<file path="src/rtl/nes_pkg.sv">
// nes_pkg: shared NES bus constants and the OAM DMA state encoding.
package nes_pkg;
  localparam logic [15:0] OAMDMA_ADDR  = 16'h4014;
  localparam logic [15:0] OAMDATA_ADDR = 16'h2004;
  typedef enum logic [2:0] {
    ST_IDLE,
    ST_HALT,
    ST_ALIGN,
    ST_READ,
    ST_WRITE
  } oam_dma_state_t;
endpackage

</file>
<file path="src/rtl/oam_dma.sv">
// oam_dma: sprite DMA engine, copies a 256-byte page to OAMDATA on a write to OAMDMA.
// Ports: clk/rst (async active-low); cpu_addr/cpu_dout/cpu_rw observe the CPU core bus;
// mem_data is the byte read one cycle earlier; cpu_halt stalls the core; dma_active
// claims the bus and dma_addr/dma_rw/dma_dout drive it.
module oam_dma
  import nes_pkg::*;
(
  input  logic        clk,
  input  logic        rst,
  input  logic [15:0] cpu_addr,
  input  logic [7:0]  cpu_dout,
  input  logic        cpu_rw,
  input  logic [7:0]  mem_data,
  output logic        cpu_halt,
  output logic        dma_active,
  output logic [15:0] dma_addr,
  output logic        dma_rw,
  output logic [7:0]  dma_dout
);
  oam_dma_state_t state_q, state_d;
  logic [7:0] page_q, page_d, idx_q, idx_d;
  logic       parity_q;
  logic       trig;
  assign trig = state_q == ST_IDLE && !cpu_rw && cpu_addr == OAMDMA_ADDR;
  always_comb begin
    state_d = state_q;
    case (state_q)
      ST_IDLE:  state_d = trig ? ST_HALT : ST_IDLE;
      // parity_q=1 now means the next cycle is a get cycle, so READ can start directly
      ST_HALT:  state_d = cpu_rw ? (parity_q ? ST_READ : ST_ALIGN) : ST_HALT;
      ST_ALIGN: state_d = ST_READ;
      ST_READ:  state_d = ST_WRITE;
      ST_WRITE: state_d = idx_q == 8'hFF ? ST_IDLE : ST_READ;
      default:  state_d = ST_IDLE;
    endcase
    page_d = trig ? cpu_dout : page_q;
    idx_d  = trig ? 8'h00 : state_q == ST_WRITE ? idx_q + 8'h01 : idx_q;
  end
  always_ff @(posedge clk or negedge rst) begin
    if (!rst) begin
      state_q  <= ST_IDLE;
      page_q   <= 8'h00;
      idx_q    <= 8'h00;
      parity_q <= 1'b0;
    end else begin
      state_q  <= state_d;
      page_q   <= page_d;
      idx_q    <= idx_d;
      parity_q <= ~parity_q;
    end
  end
  assign cpu_halt   = state_q != ST_IDLE;
  assign dma_active = state_q == ST_ALIGN || state_q == ST_READ || state_q == ST_WRITE;
  assign dma_rw     = state_q != ST_WRITE;
  assign dma_addr   = state_q == ST_WRITE ? OAMDATA_ADDR :
                      state_q == ST_READ  ? {page_q, idx_q} :
                      state_q == ST_ALIGN ? {page_q, 8'h00} : 16'h0000;
  // the byte fetched in READ arrives on mem_data during WRITE and is forwarded as-is
  assign dma_dout   = state_q == ST_WRITE ? mem_data : 8'h00;
endmodule

</file>
<file path="config.mk">
export PLATFORM = sky130hd
export DESIGN_NAME = oam_dma
export DESIGN_NICKNAME = d
export VERILOG_FILES = /design/src/rtl/nes_pkg.sv /design/src/rtl/oam_dma.sv
export SDC_FILE = /design/constraint.sdc
export NUM_CORES = 1
export LEC_CHECK = 0
export BUFFER_PORTS_ARGS = -buffer_cell sky130_fd_sc_hd__clkbuf_2
export CAP_MARGIN = 20
export CORE_MARGIN = 3
export CORE_UTILIZATION = 38
export CTS_CLUSTER_SIZE = 28
export DETAILED_ROUTE_END_ITERATION = 6
export PLACE_DENSITY = 0.7
export SETUP_SLACK_MARGIN = 0.02
export SYNTH_ARGS = -nofsm -noshare
export SYNTH_HDL_FRONTEND = slang
export SYNTH_SLANG_ARGS = --single-unit
</file>
<file path="constraint.sdc">
create_clock -name clk -period 5.1 [get_ports clk]
set_clock_uncertainty 0.2 [all_clocks]
set_input_delay 0.765 -clock clk [delete_from_list [all_inputs] [get_ports clk]]
set_output_delay 0.765 -clock clk [all_outputs]
set_load 0.03 [all_outputs]
</file>
==> out/metrics.yaml <==
setup_ws_ps: 1971
track_usage: 0.1525
powerDensity_mw_per_mm2: 339.5
rsz0062_at_grt: "false"
die_h_um: 59.80
numCtsBuffers: 3
grt_pass1_wl_mm: 4.133
critPathMaxStageDelay_ps: 690
slew_violations: 0
end_kind: "output pin"
syn_inst: 112
postSynthAreaPerCell_um2: 9.820
startpoint_type: "flop"
htree_num_levels: 1
syn-num-nets: 148
clk_pin_slew_ps: 110
place_congestion: 0.8089
synth_top_area_frac: 0.4551
relSlewSlack: 0.3674
fin_crit_ps: 3129
holdBufCountCts: 0
synth_edf_count: 0
cts-root-buf: "clkbuf_4"
worstPathRequired_ps: 4140
via_per_inst: 4.990
ys_seq_area_frac: 0.4551
drt_iter0_markers: 17
regArea_um2: 500.5
fp.coreArea_mm2: 0.002613
clk_latency_ps: 290
grt_overflow: 0
dpl_worst_slack_ps: 2269
start_util: 0.4210
fillers: 252
yosys_most_used_dff: "dfrtp_1"
grt_max_degree: 21
ir_drop_mv: 0.2286
path_class: "reg2out"
multiInputGateArea_um2: 565.5
synth.area.top_cells: "dfrtp_1, and2_1, mux2_2, and3_1, xnor2_1"
hold_class: "in2async"
cts_tree: "done"
hold_violations: 0
fp.dieW_um: 59.80
numPortBuffers: 61
final_antenna_net_count: 0
layout-drive-gt1-share: 0.4451
hpwl_mm: 2.041
synthArstFlopShare: 1.000
dr.pass1.iters: 4
area.growth.synth_to_final_pct: 32.42
utilization: 0.5575
grt_pass1_vias: 975
nets: 210
dr_total_vias: 1013
die-area_mm2: 0.003575
synth_cell_type_count: 27
fmax_mhz: 319.6
setup_viol: 0
ios: 62
wirelength_mm: 2.604
post_cts_buffers: 0
ys_ff_latch: 20
wire_per_inst_um: 12.83
path_cells: "nor3b_2 -> inv_1 -> nand2_1 -> clkbuf_2"
place_area_mm2: 0.001420
status: "completed"
cts_max_path_buffers: 2
synth_area_mm2: 0.001100
setup_tns_ps: 0
design_area_mm2: 0.001456
worst-path-max-fanout: 16
yosys.area.top_type: "dfrtp_1"
max_cap_viol_count: 0
worstMarginPinSlew_ps: 941.8
ys_warn_count: 0
antenna_found_initial: 0
num_rows: 18
critPathArrivalTime_ps: 2160
cts_num_sinks: 20
drcViolationCount: 0
postCtsResizedCells: 0
slowest_stage: "nor3b_2"
diodes: 0
period_share: 0.6135
r2r_setup_slack_ps: 2600
power.leakage_nw: 0.8178
[area by class of cell]
cell class | count | area share
Clock buffer | 4 | 0.02491
Timing Repair Buffer | 61 | 0.2096
Inverter | 3 | 0.007732
Multi-Input combinational cell | 85 | 0.3883
Sequential cell | 20 | 0.3436
Tap cell | 30 | 0.02577
[cell usage after synthesis, drive strengths merged, types with 3 or more instances]
| master | instances |
|---|---|
| a21oi | 3 |
| nor2b | 3 |
| mux2 | 8 |
| nor4 | 3 |
| clkbuf | 3 |
| and3 | 7 |
| nand2 | 10 |
| xnor2 | 5 |
| and2 | 16 |
| nor2 | 10 |
| o21ai | 3 |
| inv | 3 |
| dfrtp | 20 |
[cells in the final DEF, fill, tap and decap left out, drive strengths merged]
cell type  instances
nor3b              1
clkbuf            65
nand2b             1
or2                2
mux2               8
and3               7
inv                3
and2              16
nor4               3
xnor2              5
or3                1
nor2b              3
nor3               2
dfrtp             20
xor2               2
nand3              2
a21oi              3
a21o               1
o21ai              3
nor4b              2
ha                 1
nand4              2
nand2             10
nor2              10
[layer usage]
layer | part of all wire | vias up | global-route usage
li1 | - | 497 | -
met1 | 0.40 | 470 | 0.1800
met2 | 0.51 | 42 | 0.2716
met3 | 0.081 | 4 | 0.02808
met4 | 0.015 | 0 | 0.05696
met5 | 0 | - | 0
[power by group]
part	leakage (nW)	switching, mW	internal, mW	total, mW
logic	0.528	0.124	0.0711	0.195
clock network	0.0210	0.0455	0.0435	0.0890
registers	0.269	0.0313	0.179	0.210
total	0.818	0.201	0.293	0.494
[logic make-up after synthesis]
kind of cell,Yosys count,share of synthesized area
and+or+nand+nor,62,0.3311
adders and majority gates,1,0.01137
DFF,20,0.4551
xor gates and xnor gates,7,0.05575
AOI/OAI and AO/OA,7,0.03412
buffers and inverters,7,0.03071
muxes,8,0.08191
[critical path: cells and delay by family (launching register included)]
kind / cells / cell delay (ps)
and+or+nand+nor: 2 / 830
DFF: 1 / 520
buffers and inverters: 2 / 510
[registers in the layout, summed over array words and instances (netlist names)]
signal / flops
page_q: 8
state_q: 3
idx_q: 8
parity_q: 1
[path summary, 6_finish.rpt]
path	from	endpoint	cells past startpoint
worst max-delay path	state_q[0]	dma_addr[13]	4
min in group clk	parity_q	parity_q	1
max in group asynchronous	rst	idx_q[2]	1
worst min register to register	parity_q	parity_q	1
worst max register to register	state_q[0]	page_q[7]	3
worst min-delay path	rst	idx_q[3]	1
[per-stage QoR]
stage                     power [mW]  hold slack [ps]  cells
after CTS                     0.5009            212.3    203
after detailed placement      0.4101            210.3    199
after floorplan               0.3471            185.9    112
after global placement        0.4034            201.2    199
final                         0.4945            206.2    203
after global routing          0.5308            225.3    203
No activity file was read; power rests on OpenSTA's default activity.
